==> src/rtl/riscv_fetch_buffer.sv <==
// riscv_fetch_buffer
// Pipelined instruction-fetch front end. Issues req/gnt/rvalid fetches to
// instruction memory, keeps up to DEPTH fetches in flight or buffered, and hands
// {pc, instruction} pairs to decode over a valid/ready handshake. A redirect
// flushes the buffer and discards stale responses still returning from memory.
//
// Parameters:
//   WORD_SIZE : width of PC, address and instruction words
//   DEPTH     : buffer slots = max in-flight plus buffered fetches (power of 2, >= 2)
//   RESET_PC  : first fetch address after reset
//
// Ports:
//   clk_i, rst_i                  clock, asynchronous active-high reset
//   imem_req_o / imem_addr_o      fetch request and word-aligned address
//   imem_gnt_i                    request accepted this cycle
//   imem_rvalid_i / imem_rdata_i  in-order response
//   redirect_i / redirect_addr_i  flush and restart fetching at a new PC
//   instr_valid_o / instr_ready_i head-of-buffer handshake to decode
//   instr_o / pc_o                head instruction and its PC (0 when not valid)
//   occupancy_o                   number of allocated slots
//
// Optional build macro RISCV_FETCH_PERF_EN adds saturating counters:
//   stall_cnt_o : cycles with a request pending but not granted
//   flush_cnt_o : cycles with redirect_i asserted

module riscv_fetch_buffer #(
    parameter int unsigned          WORD_SIZE = 32,
    parameter int unsigned          DEPTH     = 4,
    parameter logic [WORD_SIZE-1:0] RESET_PC  = '0
) (
    input  logic                     clk_i,
    input  logic                     rst_i,
    output logic                     imem_req_o,
    output logic [WORD_SIZE-1:0]     imem_addr_o,
    input  logic                     imem_gnt_i,
    input  logic                     imem_rvalid_i,
    input  logic [WORD_SIZE-1:0]     imem_rdata_i,
    input  logic                     redirect_i,
    input  logic [WORD_SIZE-1:0]     redirect_addr_i,
    output logic                     instr_valid_o,
    input  logic                     instr_ready_i,
    output logic [WORD_SIZE-1:0]     instr_o,
    output logic [WORD_SIZE-1:0]     pc_o,
    output logic [$clog2(DEPTH):0]   occupancy_o
`ifdef RISCV_FETCH_PERF_EN
    ,
    output logic [31:0]              stall_cnt_o,
    output logic [31:0]              flush_cnt_o
`endif
);

    localparam int unsigned PTR_W = $clog2(DEPTH);
    localparam int unsigned CNT_W = PTR_W + 1;

    typedef logic [PTR_W-1:0] ptr_t;
    typedef logic [CNT_W-1:0] cnt_t;

    localparam logic [WORD_SIZE-1:0] PC_STEP   = WORD_SIZE'(4);
    localparam logic [WORD_SIZE-1:0] PC_MASK   = ~WORD_SIZE'(3);
    localparam logic [CNT_W:0]       DEPTH_EXT = (CNT_W + 1)'(DEPTH);

    // Fetch stream and slot bookkeeping
    logic [WORD_SIZE-1:0] fetch_pc_q, fetch_pc_d;
    logic [DEPTH-1:0]     filled_q, filled_d;
    ptr_t                 head_q, head_d;      // oldest allocated slot
    ptr_t                 tail_q, tail_d;      // next slot to allocate
    ptr_t                 fill_q, fill_d;      // oldest allocated, unfilled slot
    cnt_t                 alloc_q, alloc_d;    // allocated slots
    cnt_t                 pend_q, pend_d;      // allocated slots awaiting a response
    cnt_t                 discard_q, discard_d; // stale responses still to drop

    // Slot payload; validity lives in filled_q so this needs no reset
    logic [WORD_SIZE-1:0] slot_pc_q    [DEPTH];
    logic [WORD_SIZE-1:0] slot_instr_q [DEPTH];

    logic       grant;
    logic       pop;
    logic       fill;
    logic [CNT_W:0] budget_used;
    cnt_t       in_flight;

    // Low address bits of a redirect target are deliberately ignored
    logic unused_redirect_lsb;
    assign unused_redirect_lsb = ^redirect_addr_i[1:0];

    // Output / handshake decode
    always_comb begin
        budget_used   = {1'b0, alloc_q} + {1'b0, discard_q};
        in_flight     = pend_q + discard_q;
        imem_req_o    = !rst_i && !redirect_i && (budget_used < DEPTH_EXT);
        imem_addr_o   = fetch_pc_q;
        instr_valid_o = filled_q[head_q] && !redirect_i;
        instr_o       = instr_valid_o ? slot_instr_q[head_q] : '0;
        pc_o          = instr_valid_o ? slot_pc_q[head_q] : '0;
        occupancy_o   = alloc_q;
        grant         = imem_req_o && imem_gnt_i;
        pop           = instr_valid_o && instr_ready_i;
        // Responses fill only once every stale response has been dropped
        fill          = imem_rvalid_i && !redirect_i && (discard_q == '0) && (pend_q != '0);
    end

    // Next-state
    always_comb begin
        fetch_pc_d = fetch_pc_q;
        filled_d   = filled_q;
        head_d     = head_q;
        tail_d     = tail_q;
        fill_d     = fill_q;
        alloc_d    = alloc_q;
        pend_d     = pend_q;
        discard_d  = discard_q;

        if (redirect_i) begin
            fetch_pc_d = redirect_addr_i & PC_MASK;
            filled_d   = '0;
            head_d     = '0;
            tail_d     = '0;
            fill_d     = '0;
            alloc_d    = '0;
            pend_d     = '0;
            // Everything still in flight is now stale; a response landing this
            // very cycle is already accounted for.
            if (imem_rvalid_i && (in_flight != '0)) begin
                discard_d = in_flight - cnt_t'(1);
            end else begin
                discard_d = in_flight;
            end
        end else begin
            if (grant) begin
                fetch_pc_d       = fetch_pc_q + PC_STEP;
                filled_d[tail_q] = 1'b0;
                tail_d           = tail_q + ptr_t'(1);
            end
            if (fill) begin
                filled_d[fill_q] = 1'b1;
                fill_d           = fill_q + ptr_t'(1);
            end
            if (pop) begin
                filled_d[head_q] = 1'b0;
                head_d           = head_q + ptr_t'(1);
            end
            if (imem_rvalid_i && (discard_q != '0)) begin
                discard_d = discard_q - cnt_t'(1);
            end
            alloc_d = alloc_q + cnt_t'(grant) - cnt_t'(pop);
            pend_d  = pend_q + cnt_t'(grant) - cnt_t'(fill);
        end
    end

    always_ff @(posedge clk_i or posedge rst_i) begin
        if (rst_i) begin
            fetch_pc_q <= RESET_PC & PC_MASK;
            filled_q   <= '0;
            head_q     <= '0;
            tail_q     <= '0;
            fill_q     <= '0;
            alloc_q    <= '0;
            pend_q     <= '0;
            discard_q  <= '0;
        end else begin
            fetch_pc_q <= fetch_pc_d;
            filled_q   <= filled_d;
            head_q     <= head_d;
            tail_q     <= tail_d;
            fill_q     <= fill_d;
            alloc_q    <= alloc_d;
            pend_q     <= pend_d;
            discard_q  <= discard_d;
        end
    end

    always_ff @(posedge clk_i) begin
        if (grant) begin
            slot_pc_q[tail_q] <= fetch_pc_q;
        end
        if (fill) begin
            slot_instr_q[fill_q] <= imem_rdata_i;
        end
    end

`ifdef RISCV_FETCH_PERF_EN
    logic [31:0] stall_cnt_q;
    logic [31:0] flush_cnt_q;

    always_ff @(posedge clk_i or posedge rst_i) begin
        if (rst_i) begin
            stall_cnt_q <= '0;
            flush_cnt_q <= '0;
        end else begin
            if (imem_req_o && !imem_gnt_i && (stall_cnt_q != '1)) begin
                stall_cnt_q <= stall_cnt_q + 32'd1;
            end
            if (redirect_i && (flush_cnt_q != '1)) begin
                flush_cnt_q <= flush_cnt_q + 32'd1;
            end
        end
    end

    assign stall_cnt_o = stall_cnt_q;
    assign flush_cnt_o = flush_cnt_q;
`endif

`ifndef SYNTHESIS
    // A response must belong to some granted, not yet returned request
    rvalid_has_owner: assert property (@(posedge clk_i) disable iff (rst_i)
        imem_rvalid_i |-> (in_flight != '0));
`endif

endmodule

==> config.mk <==
export PLATFORM = sky130hd
export DESIGN_NAME = riscv_fetch_buffer
export DESIGN_NICKNAME = d
export VERILOG_FILES = /design/src/rtl/riscv_fetch_buffer.sv
export SDC_FILE = /design/constraint.sdc
export NUM_CORES = 1
export LEC_CHECK = 0
export BUFFER_PORTS_ARGS = -buffer_cell sky130_fd_sc_hd__buf_2
export CELL_PAD_IN_SITES_DETAIL_PLACEMENT = 1
export CELL_PAD_IN_SITES_GLOBAL_PLACEMENT = 1
export CORE_MARGIN = 8
export CORE_UTILIZATION = 50
export CTS_BUF_LIST = sky130_fd_sc_hd__clkbuf_2
export DETAILED_ROUTE_END_ITERATION = 12
export GPL_TIMING_DRIVEN = 0
export HOLD_SLACK_MARGIN = 0.1
export PLACE_DENSITY_LB_ADDON = 0.1
export SYNTH_ARGS = -nofsm -noshare
export SYNTH_HDL_FRONTEND = slang
export SYNTH_SLANG_ARGS = --single-unit
==> constraint.sdc <==
create_clock -name clk_i -period 4.2 [get_ports clk_i]
set_clock_uncertainty 0.2 [all_clocks]
set_input_delay 0.63 -clock clk_i [delete_from_list [all_inputs] [get_ports clk_i]]
set_output_delay 0.63 -clock clk_i [all_outputs]
set_load 0.1 [all_outputs]
-- Yosys cells after proc, flatten, opt, wreduce, memory -nomap -nowiden
Memories as Yosys holds them, arrays and structs flattened.
Cells that the tools add are included.
- bits in registers: 51
- bits in writable memories: 256
- input port bits: 70
- memories: 2
- memory list (name ; depth ; bits a word ; read ports ; clocked after memory_dff ; wr ports ; line ; text):
    slot_instr_q ; 4 ; 32 ; 1 ; 0 ; 1 ; 74 ; logic [WORD_SIZE-1:0] slot_instr_q [DEPTH];
    slot_pc_q ; 4 ; 32 ; 1 ; 0 ; 1 ; 73 ; logic [WORD_SIZE-1:0] slot_pc_q [DEPTH];
- add/subtract/negate cells: 12
- order comparisons: 7
- mux-type cells: 33
- bitwise gates (word level): 5
- reductions and logical operators: 23
- operator list (cell ; number):
    $mux W32 ; 4
    $add A32 B3 Y32 const B ; 1
    $mux W4 ; 6
    $mux W3 ; 5
    $logic_and A1 B1 Y1 ; 13
    $mux W2 ; 6
    $lt A2 B3 Y1 const B ; 3
    $reduce_bool A3 Y1 ; 3
    $and A4 B4 Y4 ; 2
    $mux W1 ; 8
    $not A4 Y4 ; 2
    $reduce_bool A2 Y1 ; 4
    $add A2 B1 Y2 const B ; 3
    $add A3 B1 Y3 ; 2
    $demux W1 S2 ; 3
    $ge A2 B1 Y1 const B ; 3
    $sub A3 B1 Y3 ; 2
    $sub A3 B1 Y3 const B ; 2
    $add A3 B3 Y4 ; 1
    $lt A4 B3 Y1 const B ; 1
    $or A4 B4 Y4 ; 1
    $add A3 B3 Y3 ; 1
    $logic_not A3 Y1 ; 1
    $bmux W1 S2 ; 1
    $logic_not A1 Y1 ; 2

-- Depth between registers and ports, before layout
Gate-level depths: netlist (run 1).
- word-level depth: 14
- gate-level depth with buffers: 13

-- Worst setup path before layout (run 1)
OpenSTA, ideal clock, no wires.
- kind: reg-to-output
- start: reg alloc_q[2] (netlist: occupancy_o[2])
- end: out imem_req_o
- data arrival time: 4498 ps
- data required time: 3370 ps
- setup slack: -1128 ps
- stages on the path, launching flop included: 4
- buffers on the path: 0
- cells stage by stage: dfrtp_1 -> ha_1 -> or3_4 -> nor4_1
- word-level cells in the longest chain between the ends: 3
- ends and longest elaborated chain (item ; line ; text):
    start: declaration ; 68 ; cnt_t alloc_q, alloc_d;
    start signal: assignment ; 166 ; alloc_q <= alloc_d;
    $add A3 B3 Y4 ; 88 ; budget_used = {1'b0, alloc_q} + {1'b0, discard_q};
    $lt A4 B3 Y1 ; 90 ; imem_req_o = !rst_i && !redirect_i && (budget_used < DEPTH_EXT);
    $logic_and A1 B1 Y1 ; 90 ;
    end: declaration ; 33 ; output logic imem_req_o,
Every way passes these cells.

-- Final worst setup path (run 1)
- start: in redirect_i
- end: out pc_o[28]
- word-level cells in the longest chain between the ends: 3
- ends and longest elaborated chain (item ; line ; text):
    start: declaration ; 38 ; input logic redirect_i,
    $logic_not A1 Y1 ; 92 ; instr_valid_o = filled_q[head_q] && !redirect_i;
    $logic_and A1 B1 Y1 ; 92 ;
    $mux W32 ; 94 ; pc_o = instr_valid_o ? slot_pc_q[head_q] : '0;
    end: declaration ; 43 ; output logic [WORD_SIZE-1:0] pc_o,
Every way passes these cells.

==> results.tsv, run 1 <==
metric	value	unit
critPathKind	input pin to primary output	
startpoint	redirect_i	
ys_seq_area_share	68.0	%
drc	0	
slew_headroom	27.2	%
p_leak	6.09	nW
grt_pass1_vias	9224	
status	completed	
synth.avg_cell_area	16.2	um^2
cts_buffer_depth	3	
die_height	176	um
dieArea	30900	um^2
fp-row-count	58	
fp.dieW	176	um
drtIter0Drc	573	
area_delta_synth_final	22.4	%
critPathRequiredTime	3.37	ns
mostFrequentLayoutCells	edfxtp_1 (248), buf_2 (138), clkbuf_2 (116)	
cp-end-kind	primary output	
clk_latency	0.82	ns
hpwl	23000	um
grt.total_usage	22.3	%
totalPowerFinal	6.24	mW
async_flop_share	16.5	%
coreArea	25100	um^2
setup_ws	0.183	ns
port_buffers	164	
critPathCapture	pc_o[28]	
cts_root_buffer	clkbuf_2	
place_ws	0.00315	ns
ant_nets	0	
grt_pass1_wl	52600	um
ys_ff_latch	297	
rsz0062_at_grt	false	
wl_met3	1810	um
layout_commonest_cell	edfxtp_1	
overflow	0	
hold_slack	0.155	ns
first_pass_iters	4	
cts_buffers	76	
fin_area	15600	um^2
dp_cells	1289	
cts_setup_buffers	0	
final_hold_viol_count	0	
wl_met1	14800	um
pwr_density_cell	400	nW/um^2
min_path_type	input pin to asynchronous set/reset pin	
slew_viol_final	0	
fin_cells	1490	
tightestPinTransition	1.08	ns
routed_wl	34200	um
r2r_cells	13	
rrSetupSlack	0.49	ns
r2r_start	discard_q[2]	
path_clk_slew	0.12	ns
fmax	249	MHz
placed_area	14200	um^2
post-synth-top-area-cell	edfxtp_1	
wl_met2	16900	um
fin_util	62.2	%
pin_count	171	
synth_area_leaders	edfxtp_1 (58%), mux4_2 (11%), dfrtp_1 (9.6%)	
max_cap_violations	0	
path_max_fanout	10	
syn_inst	786	
drt-vias-per-instance	5.66	
netlist_area	12800	um^2
place.gp.congestion	0.859	
grt_max_degree	34	
yosysWarningCount	0	
synth_ff_type	edfxtp_1	
period_minus_slack	4.02	ns
period_share	95.7	%
cts.htree.levels	3	
drive_above_1_share	33.2	%
cts_tree	yes	
antenna_found_initial	1	
synth.distinct_cells	56	
startpoint_type	input pin	
rr_endpoint	pend_q[2]	
post_drt_wl_per_cell	23.0	um
synth_enable_flop_cells	248	
cts_sinks	297	
peakVddDrop	0.214	mV
cp.arrival	3.19	ns
top_layer_used	met4	
nets	1200	
via_count	8427	
setup_viol	0	
initial_core_util	50.8	%
setup-tns-final	0	ns
synth_top_area_share	58.4	%
-- sequential cells by signal (all words and copies together), names as in the netlist --
register,cells
discard_q,3
slot_instr_q,128
fill_q,2
slot_pc_q,120
imem_addr_o,30
head_q,2
pend_q,3
filled_q,4
tail_q,2
occupancy_o,3
-- layer usage --
layer / global-route usage (%) / vias up
met3: 4.98 / 49
met2: 36.2 / 256
met5: 0 / -
met4: 7.42 / 0
li1: - / 3787
met1: 29.3 / 4335
-- final cells by class --
cell class	instances	area (um^2)
Sequential cell	297	8670
Fill cell	2502	9500
Buffer	50	228
Multi-Input combinational cell	407	3780
Inverter	35	131
Timing Repair Buffer	236	1700
Clock inverter	23	125
Antenna cell	1	2.50
Clock buffer	111	556
Tap cell	330	413
-- synth_stat cells (7+ instances only) --
cell      number
nand3_1       16
dfrtp_1       49
o211ai_1       9
nor3_1        10
edfxtp_1     248
clkbuf_1      34
a21oi_1       10
nor2_1        22
ha_1          24
or4_1         14
inv_1         34
xnor2_1        7
nand4_1       21
nand2_1       41
o21ai_0       15
and3_1        66
mux4_2        63
buf_2          8
-- worst min path at each step --
stage,to,startpoint,slack (ns)
finish,imem_addr_o[22],rst_i,0.16
CTS,imem_addr_o[26],rst_i,0.11
floorplan,tail_q[0],tail_q[0],0.31
global route,imem_addr_o[14],rst_i,0.13
global placement,slot_pc_q[2][15],imem_addr_o[15],0.35
detailed placement,slot_pc_q[2][15],imem_addr_o[15],0.36
-- kinds of logic after synthesis --
logic type / after synthesis / synth area share [%]
xor gates and xnor gates: 10 / 0.687
muxes: 70 / 11.7
and+or+nand+nor: 222 / 9.93
AOI/OAI and AO/OA: 74 / 4.06
other: 1 / 0.0294
buffers and inverters: 85 / 2.77
DFF: 297 / 68.0
adders and majority gates: 27 / 2.83
-- worst max-delay path, stage by stage --
cell	delay, ns
buf_2	0.14
clkbuf_1	0.28
inv_1	0.55
clkbuf_1	0.51
clkbuf_2	0.40
and3_1	0.24
buf_2	0.43
-- where the power goes --
part	switching [mW]	internal, mW	leakage (nW)	total (mW)
Sequential	0.138	3.29	2.85	3.43
Combinational	0.614	0.264	2.72	0.878
Clock	1.16	0.770	0.515	1.93
-- repair_timing --
action,in CTS,in global routing
hold buffers,66,0
hold endpoints to repair,217,0
pin swaps,0,0
resized for setup,4,37
setup endpoints to repair,62,44
Power figures use the tool's default switching activity.
==> run 2, diff against run 1 <==
Settings changed: PLACE_DENSITY set to 0.85, PLACE_DENSITY_LB_ADDON 0.1 to unset.
==> run 2 against run 1 <==
Compared with the run above:
- cell area about the same
- clock power about the same
- fmax shrank 0.74%
- die area unchanged
- power about the same
- first-iteration DRC count grew 66%
- sequential power barely moved
- wire length grew 14%
- count of clock-buffer cells in the layout increased by 1
- combinational power grew 2%
- largest power group unchanged
- flip-flop and latch count unchanged
==> results.tsv, run 2 (synthesis results as in run 1) <==
metric	value	unit
switching_share	31.6	%
rsz0062_at_grt	false	
cts_root_buffer	clkbuf_2	
cts_buffer_depth	3	
clk_latency	0.90	ns
cts.htree.levels	3	
dp_cells	1289	
drc	0	
period_minus_slack	4.05	ns
fin_util	62.1	%
path_clk_slew	0.13	ns
p_leak	6.09	nW
fin_area	15600	um^2
setup_ws	0.153	ns
first_pass_iters	5	
die_height	176	um
setup_viol	0	
place.gp.congestion	0.910	
critPathKind	input pin to primary output	
routed_wl	39000	um
startpoint_type	input pin	
cp_slowest_cell	clkbuf_1	
drt-vias-per-instance	6.04	
layout_commonest_cell	edfxtp_1	
slew_viol_final	0	
coreArea	25100	um^2
nets	1199	
grt.total_usage	25.2	%
antenna_found_initial	6	
post_drt_wl_per_cell	26.2	um
place_ws	0.0381	ns
mostFrequentLayoutCells	edfxtp_1 (248), buf_2 (129), clkbuf_2 (121)	
max_cap_violations	0	
pin_count	171	
critPathMaxStageDelay	0.52	ns
hpwl	24800	um
cp-end-kind	primary output	
grt_max_degree	33	
p_clk_share	30.5	%
grt_pass1_wl	59100	um
min_path_type	input pin to asynchronous set/reset pin	
status	completed	
drive_above_1_share	33.7	%
slew_headroom	19.5	%
fin_cells	1491	
worstPathCellList	buf_2 > clkbuf_1 > inv_1 > clkbuf_1 > clkbuf_2 > and3_1 > buf_2	
totalPowerFinal	6.23	mW
seq_power_share	55.2	%
fp.dieW	176	um
port_buffers	164	
ant_nets	0	
cts_tree	yes	
p_sw	1.97	mW
path_max_fanout	10	
cts_buffers	75	
p_int	4.26	mW
fp-row-count	58	
fmax	247	MHz
drtIter0Drc	952	
combPwrFrac	14.4	%
placed_area	14200	um^2
critPathRequiredTime	3.37	ns
cp.arrival	3.22	ns
pwr_density_cell	399	nW/um^2
area_delta_synth_final	22.3	%
final_hold_viol_count	0	
via_count	9003	
cts_sinks	297	
largest_reg_flops	128	
overflow	0	
cts_setup_buffers	0	
initial_core_util	50.8	%
dieArea	30900	um^2
grt_pass1_vias	9875	
peakVddDrop	0.208	mV
top_register	slot_instr_q	
period_share	96.4	%
tightestPinTransition	1.20	ns
run 2: path summary, 6_finish.rpt:
check / startpoint / end / slack, ns / depth (start not counted)
max in group asynchronous: rst_i / pend_q[1] / 2.93 / 4
max reg2reg: occupancy_o[2] / pend_q[2] / 0.39 / 13
max: redirect_i / pc_o[29] / 0.15 / 7
min in group clk_i: imem_gnt_i / imem_addr_o[18] / 0.26 / 5
min: rst_i / imem_addr_o[2] / 0.20 / 3
min reg2reg: imem_addr_o[15] / slot_pc_q[0][15] / 0.38 / 0
run 2: what timing repair did:
item,CTS,global route
hold buffers,66,0
setup endpoints to repair,62,51
gates resized for setup,24,36
cloned,0,0
endpoints found under the hold margin,213,0
run 2: final cells by class:
| class | instances | area (um^2) |
|---|---|---|
| multi-input combinational | 407 | 3780 |
| sequential | 297 | 8670 |
| clock inverter | 17 | 71.3 |
| fill | 2470 | 9510 |
| inverter | 35 | 131 |
| timing repair buffer | 236 | 1730 |
| clock buffer | 112 | 561 |
| buffer | 50 | 233 |
| antenna | 7 | 17.5 |
| tap | 330 | 413 |
run 2: layer usage:
layer / up-vias / global-route usage, % / wire, um
li1: 3799 / - / -
met1: 4638 / 29.5 / 14600
met2: 441 / 43.2 / 20300
met3: 125 / 5.88 / 2460
met4: 0 / 12.4 / 1610
met5: - / 0 / 0
run 2: metrics by stage:
stage / hold slack [ns] / TNS (ns)
final: 0.198 / 0
after CTS: 0.194 / 0
after global placement: 0.341 / -94.07
after detailed placement: 0.352 / 0
after floorplan: 0.315 / 0
after global routing: 0.182 / 0
run 2: power by group through the flow:
stage / registers, mW / clock network, mW / logic [mW]
after CTS: 3.43 / 1.90 / 0.881
after global placement: 3.48 / 0 / 0.778
after floorplan: 3.70 / 0 / 0.351
after detailed placement: 3.49 / 0 / 0.827
after global routing: 3.45 / 2.07 / 0.945
final: 3.44 / 1.90 / 0.894
run 2: critical path: cells and delay by family:
kind                   cells  cell delay [ns]
buffers and inverters      6             2.34
and+or+nand+nor            1             0.24
==> run 3, diff against run 2 <==
Settings changed: BUFFER_PORTS_ARGS -buffer_cell sky130_fd_sc_hd__buf_2 to unset, CORE_UTILIZATION 50 to 55, DONT_BUFFER_PORTS set to 1, PLACE_DENSITY 0.85 to 0.84.
==> run 3 against run 2 <==
Compared with the run above:
- combinational power shrank 33%
- sequential share of layout area up 2.3 points
- core utilization up 3.9 points
- critical path type is now flop to primary output
- critical endpoint is now instr_o[17]
- largest power group unchanged
==> results.tsv, run 3 (synthesis results as in run 1) <==
metric	value	unit
r2r_start	imem_addr_o[12]	
critPathKind	flop to primary output	
hold_end	imem_addr_o[17]	
max_cap_violations	0	
top_register	slot_instr_q	
combPwrFrac	9.3	%
initial_core_util	56.2	%
cts_root_buffer	clkbuf_2	
setup-tns-final	0	ns
critPathRequiredTime	3.37	ns
mostFrequentLayoutCells	edfxtp_1 (248), clkbuf_2 (127), dlygate4sd3_1 (75)	
rsz0062_at_grt	true	
hp-start	redirect_i	
grt_pass1_vias	9214	
path_clk_slew	0.11	ns
antenna_found_initial	3	
port_buffers	0	
drt-vias-per-instance	6.52	
p_clk_share	32.8	%
fp.dieW	168	um
min_path_type	input pin to flop	
cts_sinks	297	
rr_endpoint	imem_addr_o[24]	
setup_viol	0	
rrSetupSlack	0.03	ns
overflow	0	
cp.arrival	3.36	ns
period_share	99.7	%
coreArea	22700	um^2
status	completed	
hold_slack	0.175	ns
fin_area	15000	um^2
startpoint_type	flop	
final_hold_viol_count	0	
drive_above_1_share	29.7	%
path_max_fanout	10	
cp-end-kind	primary output	
routed_wl	38000	um
pin_count	171	
die_height	168	um
seq_power_share	57.9	%
switching_share	31.2	%
drtIter0Drc	693	
area_delta_synth_final	17.6	%
fmax	239	MHz
cts_tree	yes	
cts.htree.levels	3	
drc	0	
period_minus_slack	4.19	ns
p_sw	2.00	mW
layout_commonest_cell	edfxtp_1	
startpoint	head_q[1]	
nets	1045	
cts_buffers	75	
p_leak	5.32	nW
largest_reg_flops	128	
hpwl	23300	um
grt_pass1_wl	56500	um
post_drt_wl_per_cell	29.4	um
hold_depth	5	
ant_nets	0	
cts_buffer_depth	3	
fp-row-count	55	
first_pass_iters	7	
via_count	8429	
dieArea	28300	um^2
tightestPinTransition	1.43	ns
placed_area	13300	um^2
slew_viol_final	0	
grt.total_usage	26.4	%
r2r_cells	6	
grt_max_degree	36	
peakVddDrop	0.290	mV
pwr_density_cell	427	nW/um^2
place.gp.congestion	0.910	
slew_headroom	4.04	%
p_int	4.41	mW
clk_latency	0.88	ns
nFillCells	2072	
run 3: cell count changes in the layout (fill, tap and decap cells not counted), moves of 6 or more:
cell,delta
buf_2,-120
and3_1,-59
and3_2,+31
and3_4,+28
clkbuf_4,-24
buf_4,-20
dlygate4sd3_1,+9
dfrtp_1,-8
clkbuf_2,+6
dfrtp_2,+6
run 3: worst max-delay path, cell delays in order, from the launching register on:
cell and delay (ns):
dfrtp_1 0.45, clkbuf_2 0.39, mux4_2 0.35, clkbuf_2 0.35, clkbuf_1 0.39, and3_2 0.62
run 3: layout make-up:
cell class | instances | area, um^2 | share of cell area, %
diodes | 2 | 5.00 | 0.0334
plain buffers | 50 | 226 | 1.51
clock buffers | 123 | 616 | 4.10
clock inverters | 12 | 103 | 0.684
inverters | 35 | 135 | 0.901
multi-input cells | 407 | 3980 | 26.5
flip-flops and latches | 297 | 8690 | 57.9
well taps | 285 | 357 | 2.38
repair buffers | 82 | 893 | 5.95
run 3: power groups by stage:
stage / registers, mW / clock network (mW) / logic (mW)
after floorplan: 3.70 / 0 / 0.351
after global placement: 3.75 / 0 / 0.423
after detailed placement: 3.76 / 0 / 0.481
after CTS: 3.70 / 2.07 / 0.570
after global routing: 3.72 / 2.25 / 0.639
final: 3.71 / 2.10 / 0.595
run 3: repair_timing:
item                                   4_1_cts  5_1_grt
setup buffers                                0        0
hold buffers                                75        0
gates resized for setup                     68       38
endpoints found under the hold margin      217        0
pin swaps                                    2        1
setup endpoints to repair                   67       55
run 3: stage by stage:
step	cells	utilization, %	total power, mW	worst slack, ns
floorplan	789	-	4.05	0.00566
global placement	1074	57.8	4.17	-1.43
detailed placement	1079	58.4	4.24	-0.228
CTS	1289	65.3	6.34	-0.0154
global route	1293	66.1	6.61	-0.109
finish	1293	66.1	6.40	0.0108
run 3: worst max path at each step:
| stage | to | slack (ns) | depth (start not counted) |
|---|---|---|---|
| finish | instr_o[17] | 0.01 | 5 |
| global route | instr_o[30] | -0.11 | 5 |
| CTS | imem_req_o | -0.02 | 3 |
| detailed placement | occupancy_o[2] | -0.23 | 13 |
| global placement | slot_pc_q[1][30] | -1.43 | 7 |
| floorplan | slot_pc_q[0][10] | 0.006 | 7 |
run 3: metal layers:
layer	wire length, um	part of all wire (%)	GRT usage [%]	vias to the layer above
li1	-	-	-	3484
met1	13800	36	30.4	4377
met2	19600	51	44.5	462
met3	3300	8.7	8.42	104
met4	1330	3.5	12.2	2
met5	8	0.021	0	-
